[src/rtl/uart_pic_tx_pkg.sv]
// Shared definitions for the picture UART pair: baud divisor, transmitter FSM encoding
// and the default frame geometry (128x128 RGB332).
package pic_uart_pkg;

  localparam int PIC_BYTES_DEF = 16384;
  localparam int ADDR_W_DEF    = 14;

  typedef enum logic [2:0] {
    ST_IDLE  = 3'd0,
    ST_FETCH = 3'd1,
    ST_LATCH = 3'd2,
    ST_SHIFT = 3'd3,
    ST_DONE  = 3'd4
  } tx_state_e;

  // Clock cycles per UART bit, truncated; callers must keep the result >= 2.
  function automatic int bit_cycles(input int sys_clk, input int baud);
    return sys_clk / baud;
  endfunction

endpackage

[src/rtl/uart_pic_tx_if.sv]
// Frame-RAM read port plus serial/status lines of the picture transmitter.
interface uart_pic_tx_if #(
  parameter int ADDR_W = pic_uart_pkg::ADDR_W_DEF
);
  logic              start;
  logic              rd_en;
  logic [ADDR_W-1:0] rd_addr;
  logic [7:0]        rd_data;
  logic              tx;
  logic              busy;
  logic              done;

  modport master (input start, rd_data, output rd_en, rd_addr, tx, busy, done);
  modport slave  (output start, rd_data, input rd_en, rd_addr, tx, busy, done);
endinterface

[src/rtl/uart_pic_tx_byte.sv]
// 8N1 byte serializer: a load pulse captures a byte and plays start, d0..d7, stop,
// each held for BIT_CYCLES clocks. tx idles at mark.
module uart_tx_byte #(
  parameter int BIT_CYCLES = 5
) (
  input  logic       clk,
  input  logic       rst,
  input  logic       load_i,
  input  logic [7:0] data_i,
  output logic       tx_o,
  output logic       byte_busy_o
);

  localparam int              BW        = (BIT_CYCLES > 1) ? $clog2(BIT_CYCLES) : 1;
  localparam logic [BW-1:0]   BIT_LAST  = BW'(BIT_CYCLES - 1);
  localparam logic [3:0]      SLOT_LAST = 4'd9;

  logic [BW-1:0] bit_q;
  logic [3:0]    slot_q;
  logic          active_q;
  logic          tx_q;
  logic [8:0]    sh_q;
  logic          bit_end;

  assign bit_end = (bit_q == BIT_LAST);

  always_ff @(posedge clk or posedge rst) begin
    if (rst) begin
      bit_q    <= '0;
      slot_q   <= '0;
      active_q <= 1'b0;
      tx_q     <= 1'b1;
    end else if (load_i) begin
      bit_q    <= '0;
      slot_q   <= '0;
      active_q <= 1'b1;
      tx_q     <= 1'b0;
    end else if (active_q) begin
      if (bit_end) begin
        bit_q <= '0;
        if (slot_q == SLOT_LAST) begin
          active_q <= 1'b0;
          slot_q   <= '0;
        end else begin
          slot_q <= slot_q + 4'd1;
          tx_q   <= sh_q[0];
        end
      end else begin
        bit_q <= bit_q + BW'(1);
      end
    end
  end

  // Data bits with the stop bit queued behind them; shifted once per slot boundary.
  always_ff @(posedge clk) begin
    if (load_i) begin
      sh_q <= {1'b1, data_i};
    end else if (active_q && bit_end && (slot_q != SLOT_LAST)) begin
      sh_q <= {1'b1, sh_q[8:1]};
    end
  end

  // Low in the final cycle of the stop slot so the caller can fetch with no gap.
  assign byte_busy_o = active_q && !((slot_q == SLOT_LAST) && bit_end);
  assign tx_o        = tx_q;

endmodule

[src/rtl/uart_pic_tx.sv]
// Frame-upload transmitter: on start, reads PIC_BYTES bytes from a synchronous-read RAM
// and sends each as 8N1. FETCH/LATCH add two mark cycles after every stop bit.
module uart_pic_tx
  import pic_uart_pkg::*;
#(
  parameter int SYSTEM_CLOCK = 50_000_000,
  parameter int BAUD_RATE    = 9600,
  parameter int PIC_BYTES    = PIC_BYTES_DEF,
  parameter int ADDR_W       = ADDR_W_DEF
) (
  input  logic          board_clk,
  input  logic          sys_rst,
  uart_pic_tx_if.master bus
);

  localparam int                BIT_CYCLES = bit_cycles(SYSTEM_CLOCK, BAUD_RATE);
  localparam logic [ADDR_W-1:0] LAST_IDX   = ADDR_W'(PIC_BYTES - 1);

  tx_state_e         state_q;
  logic [ADDR_W-1:0] byte_idx_q;
  logic              rd_en_q;
  logic              busy_q;
  logic              done_q;
  logic              byte_busy;
  logic              load;

  assign load = (state_q == ST_LATCH);

  uart_tx_byte #(
    .BIT_CYCLES (BIT_CYCLES)
  ) u_ser (
    .clk         (board_clk),
    .rst         (sys_rst),
    .load_i      (load),
    .data_i      (bus.rd_data),
    .tx_o        (bus.tx),
    .byte_busy_o (byte_busy)
  );

  always_ff @(posedge board_clk or posedge sys_rst) begin
    if (sys_rst) begin
      state_q    <= ST_IDLE;
      byte_idx_q <= '0;
      rd_en_q    <= 1'b0;
      busy_q     <= 1'b0;
      done_q     <= 1'b0;
    end else begin
      rd_en_q <= 1'b0;
      done_q  <= 1'b0;
      case (state_q)
        ST_IDLE: begin
          if (bus.start) begin
            byte_idx_q <= '0;
            rd_en_q    <= 1'b1;
            busy_q     <= 1'b1;
            state_q    <= ST_FETCH;
          end
        end
        ST_FETCH: state_q <= ST_LATCH;
        ST_LATCH: state_q <= ST_SHIFT;
        ST_SHIFT: begin
          if (!byte_busy) begin
            if (byte_idx_q == LAST_IDX) begin
              done_q  <= 1'b1;
              state_q <= ST_DONE;
            end else begin
              byte_idx_q <= byte_idx_q + ADDR_W'(1);
              rd_en_q    <= 1'b1;
              state_q    <= ST_FETCH;
            end
          end
        end
        ST_DONE: begin
          busy_q  <= 1'b0;
          state_q <= ST_IDLE;
        end
        default: state_q <= ST_IDLE;
      endcase
    end
  end

  assign bus.rd_en   = rd_en_q;
  assign bus.rd_addr = byte_idx_q;
  assign bus.busy    = busy_q;
  assign bus.done    = done_q;

endmodule

[src/flat_wrapper.sv]
// flat-port wrapper written by rule: the top's interface ports become plain ports
module uart_pic_tx_flat import pic_uart_pkg::*;
#(
  parameter int SYSTEM_CLOCK = 50_000_000,
  parameter int BAUD_RATE    = 9600,
  parameter int PIC_BYTES    = PIC_BYTES_DEF,
  parameter int ADDR_W       = ADDR_W_DEF
)
  (board_clk, sys_rst, bus_start, bus_rd_data, bus_rd_en, bus_rd_addr, bus_tx, bus_busy, bus_done);
  uart_pic_tx_if #(.ADDR_W(ADDR_W)) bus_i ();
  input  logic board_clk;
  input  logic sys_rst;
  input wire logic [$bits(bus_i.start)-1:0] bus_start;
  input wire logic [$bits(bus_i.rd_data)-1:0] bus_rd_data;
  output wire logic [$bits(bus_i.rd_en)-1:0] bus_rd_en;
  output wire logic [$bits(bus_i.rd_addr)-1:0] bus_rd_addr;
  output wire logic [$bits(bus_i.tx)-1:0] bus_tx;
  output wire logic [$bits(bus_i.busy)-1:0] bus_busy;
  output wire logic [$bits(bus_i.done)-1:0] bus_done;
  assign bus_i.start = bus_start;
  assign bus_i.rd_data = bus_rd_data;
  assign bus_rd_en = bus_i.rd_en;
  assign bus_rd_addr = bus_i.rd_addr;
  assign bus_tx = bus_i.tx;
  assign bus_busy = bus_i.busy;
  assign bus_done = bus_i.done;
  uart_pic_tx #(.SYSTEM_CLOCK(SYSTEM_CLOCK), .BAUD_RATE(BAUD_RATE), .PIC_BYTES(PIC_BYTES), .ADDR_W(ADDR_W)) u_core (.board_clk(board_clk), .sys_rst(sys_rst), .bus(bus_i));
endmodule
[config.mk]
export PLATFORM = sky130hd
export DESIGN_NAME = uart_pic_tx_flat
export DESIGN_NICKNAME = d
export VERILOG_FILES = /design/src/rtl/uart_pic_tx_pkg.sv /design/src/rtl/uart_pic_tx_if.sv /design/src/rtl/uart_pic_tx_byte.sv /design/src/rtl/uart_pic_tx.sv /design/src/flat_wrapper.sv
export SDC_FILE = /design/constraint.sdc
export NUM_CORES = 1
export LEC_CHECK = 0
export BUFFER_PORTS_ARGS = -buffer_cell sky130_fd_sc_hd__buf_2
export CAP_MARGIN = 20
export CELL_PAD_IN_SITES_DETAIL_PLACEMENT = 0
export CELL_PAD_IN_SITES_GLOBAL_PLACEMENT = 1
export CORE_MARGIN = 4
export CORE_UTILIZATION = 47
export CTS_CLUSTER_SIZE = 8
export DETAILED_ROUTE_END_ITERATION = 16
export GPL_TIMING_DRIVEN = 0
export PLACE_DENSITY = 0.83
export SETUP_SLACK_MARGIN = 0.4
export SLEW_MARGIN = 40
export SYNTH_ARGS = -nofsm -noshare
export SYNTH_HDL_FRONTEND = slang
export SYNTH_SLANG_ARGS = --single-unit
[constraint.sdc]
create_clock -name board_clk -period 4.75 [get_ports board_clk]
set_input_delay 0.95 -clock board_clk [delete_from_list [all_inputs] [get_ports board_clk]]
set_output_delay 0.95 -clock board_clk [all_outputs]
set_load 0.01 [all_outputs]
==> flow_metrics.env <==
export IMPL_postLayoutCoreUtil_pct=56.7
export IMPL_final_common_cell="nand2_1"
export IMPL_synth_ff_type="dfrtp_1"
export IMPL_p_total_w=0.00123
export IMPL_final_cell_mix="47 x nand2_1, 38 x dfrtp_1, 30 x buf_2"
export IMPL_critPathCaptureType="flip-flop"
export IMPL_arrival_ps=2490
export IMPL_timing_final_ws_setup_ps=2200
export IMPL_antenna_diode_count=0
export IMPL_fillCellCount=462
export IMPL_cts_tree="built"
export IMPL_async_flop_share_pct=83.0
export IMPL_hp_class="reg2reg"
export IMPL_synthDistinctLibCells=45
export IMPL_worst_ep_required_time_ps=4690
export IMPL_fin_crit_sh_pct=53.8
export IMPL_area_growth_pct=13.9
export IMPL_outcome="finished clean"
export IMPL_postCtsHoldBufs=0
export IMPL_clk_path_buf_depth=2
export IMPL_ys_seq_elements=47
export IMPL_syn_avg_cell_area_um2=9.19
export IMPL_power_density_nw_per_um2=451
export IMPL_port_buffer_count=28
export IMPL_drt_iter0_markers=136
export IMPL_synth_xor_area_share_pct=3.29
export IMPL_fp_row_count=25
export IMPL_critical_path_class="reg2reg"
export IMPL_drc=0
export IMPL_grt_use_total_pct=18.9
export IMPL_ant_nets=0
export IMPL_cp_start_kind="flip-flop"
export IMPL_setup_viol=0
export IMPL_drive_gt1_share_pct=15.2
export IMPL_path_clk_slew_ps=90
export IMPL_grt_max_degree=40
export IMPL_vias=2012
export IMPL_irDropWorstVdd_mv=0.219
export IMPL_clock_sinks=47
export IMPL_wire_per_inst_um=14.9
export IMPL_hold_slack_ps=487
export IMPL_yosys_area_share_simple_pct=26.4
export IMPL_cts_buffers=5
export IMPL_slowest_delay_ps=580
export IMPL_setup_tns_ps=0
export IMPL_maxSlewViolCount=0
export IMPL_start_util_pct=49.8
export IMPL_synthMuxAreaShare_pct=0
export IMPL_yosysWarnings=0
export IMPL_synth_top_family_by_area="simple AND/OR/NAND/NOR gates"
export IMPL_die_area_um2=6310
export IMPL_synth_seq_area_share_pct=50.8
export IMPL_fin_crit_ps=2550
export IMPL_worst_slew_pin_slew_ps=739
export IMPL_synthCells=261
export IMPL_drt_total_wl_um=5410
export IMPL_die_h_um=79.4
export IMPL_synthTopCellsByArea="dfrtp_1 40%, edfxtp_1 10%, nand2_1 7.4%"
export IMPL_synth_top_cell_by_area="dfrtp_1"
export IMPL_maxClockFrequency_mhz=391
export IMPL_via_per_inst=5.53
export IMPL_hold_viol_final=0
export IMPL_hpwl_um=3780
export IMPL_core_um2=4820
export IMPL_synth_compound_area_share_pct=13.9
export IMPL_cap_viol_max_count=0
export IMPL_fin_nets=311
export IMPL_synthAdderAreaFrac_pct=2.09
export IMPL_critical_path_top_delay_family="simple AND/OR/NAND/NOR gates"
export IMPL_rsz0062_at_grt="false"
export IMPL_slew_limit_headroom_pct=49.9
export IMPL_overflow=0
export IMPL_gp_congestion=0.823
export IMPL_critical_path_buf_inv_count=1
export IMPL_ios=29
export IMPL_synth_top_cell_area_share_pct=39.7
export IMPL_insertion_delay_ps=300
export IMPL_synth_nets=276
export IMPL_clockRootBuffer="clkbuf_8"
export IMPL_path_cells="or4b_4, or4_4, buf_6, o21ai_1"
export IMPL_p_leak_nw=1.23
export IMPL_syn_area_um2=2400
export IMPL_firstDrtPassIters=4
export IMPL_antenna_found_initial=0
export IMPL_h_tree_depth=2
export IMPL_grt_pass1_vias=1829
export IMPL_die_w_um=79.4
export IMPL_place_ws_ps=2190
export IMPL_path_max_fanout=10
export IMPL_grt_pass1_wl_um=9400
export IMPL_cts_resized=0
export IMPL_cp_slowest_cell="o21ai_1"
export IMPL_synth_edf_count=8
export IMPL_fin_skew_ps=5.86
export IMPL_cts_setup_buffers=0
## cells by family (layout without fill, tap and decap cells)
| logic type | count (synthesis) | in the layout |
|---|---|---|
| AO/OA/AOI/OAI | 57 | 57 |
| XOR/XNOR | 9 | 9 |
| adder cells (fa/ha/maj) | 4 | 4 |
| buffers and inverters | 19 | 55 |
| flip-flops | 47 | 47 |
| AND/OR/NAND/NOR | 125 | 125 |
## area by class of cell
cell class	instances	area, µm²	area share [%]
inverters	10	40.0	1.47
clock inverters	3	38.8	1.42
plain buffers	9	47.5	1.74
multi-input cells	195	1090	40.1
clock buffers	5	68.8	2.52
flip-flops and latches	47	1220	44.6
well taps	67	83.8	3.07
repair buffers	28	140	5.13
## registers in the layout, summed over array words and instances (netlist names)
register	flops
u_core.bus.rd_addr	14
u_core.u_ser.bit_q	13
u_core.u_ser.sh_q	8
u_core.u_ser.slot_q	4
u_core.state_q	3
u_core.bus.busy	1
u_core.bus.done	1
u_core.bus.rd_en	1
u_core.u_ser.active_q	1
u_core.u_ser.tx_o	1
## per-stage QoR
step / area, µm² / cells
floorplan: 2400 / 261
global placement: 2620 / 356
detailed placement: 2620 / 356
CTS: 2730 / 364
global route: 2730 / 364
finish: 2730 / 364
## worst min-delay path, stage by stage (launching register included)
cell and delay [ps]:
edfxtp_1 370, nand2_1 70, a21oi_1 50
## report_power, final
| part | switching [W] | internal, W |
|---|---|---|
| registers | 0.0000703 | 0.000489 |
| clock network | 0.000136 | 0.000154 |
| logic | 0.000250 | 0.000131 |
| total | 0.000456 | 0.000775 |
## path summary, 6_finish.rpt
| kind | from | to | slack [ps] | cells past startpoint |
|---|---|---|---|---|
| max in group asynchronous | sys_rst | u_core.u_ser.tx_o | 3720 | 2 |
| setup reg to reg | u_core.u_ser.bit_q[3] | u_core.u_ser.sh_q[6] | 2200 | 4 |
| setup / recovery | u_core.u_ser.bit_q[3] | u_core.u_ser.sh_q[6] | 2200 | 4 |
| hold / removal | u_core.u_ser.sh_q[0] | u_core.u_ser.tx_o | 490 | 2 |
| hold reg to reg | u_core.u_ser.sh_q[0] | u_core.u_ser.tx_o | 490 | 2 |
| min in group asynchronous | sys_rst | u_core.bus.rd_addr[9] | 670 | 2 |
## cells in the mapped netlist, types with 2 or more instances
cell type	number
or4_1	4
dfrtp_1	38
and3_1	7
inv_1	10
nand4_1	12
and4_1	3
a21oi_1	18
clkbuf_1	5
xor2_1	5
nand3_1	10
o21ai_0	23
ha_1	4
nand2_1	47
a31oi_1	3
o31ai_1	2
nor2_1	21
buf_2	2
edfxtp_1	8
and2_1	2
or3_1	4
o22ai_1	2
nor2b_1	3
xnor2_1	4
nor3_1	3
## metal layers
layer  track usage [%]  vias up  wire (µm)
li1                  -     1012          -
met1              29.5      935       2700
met2              26.4       61       2380
met3              4.51        4        294
met4              4.12        0         38
met5                 0        -          0
Note: power is estimated with default switching activity, not from simulation.
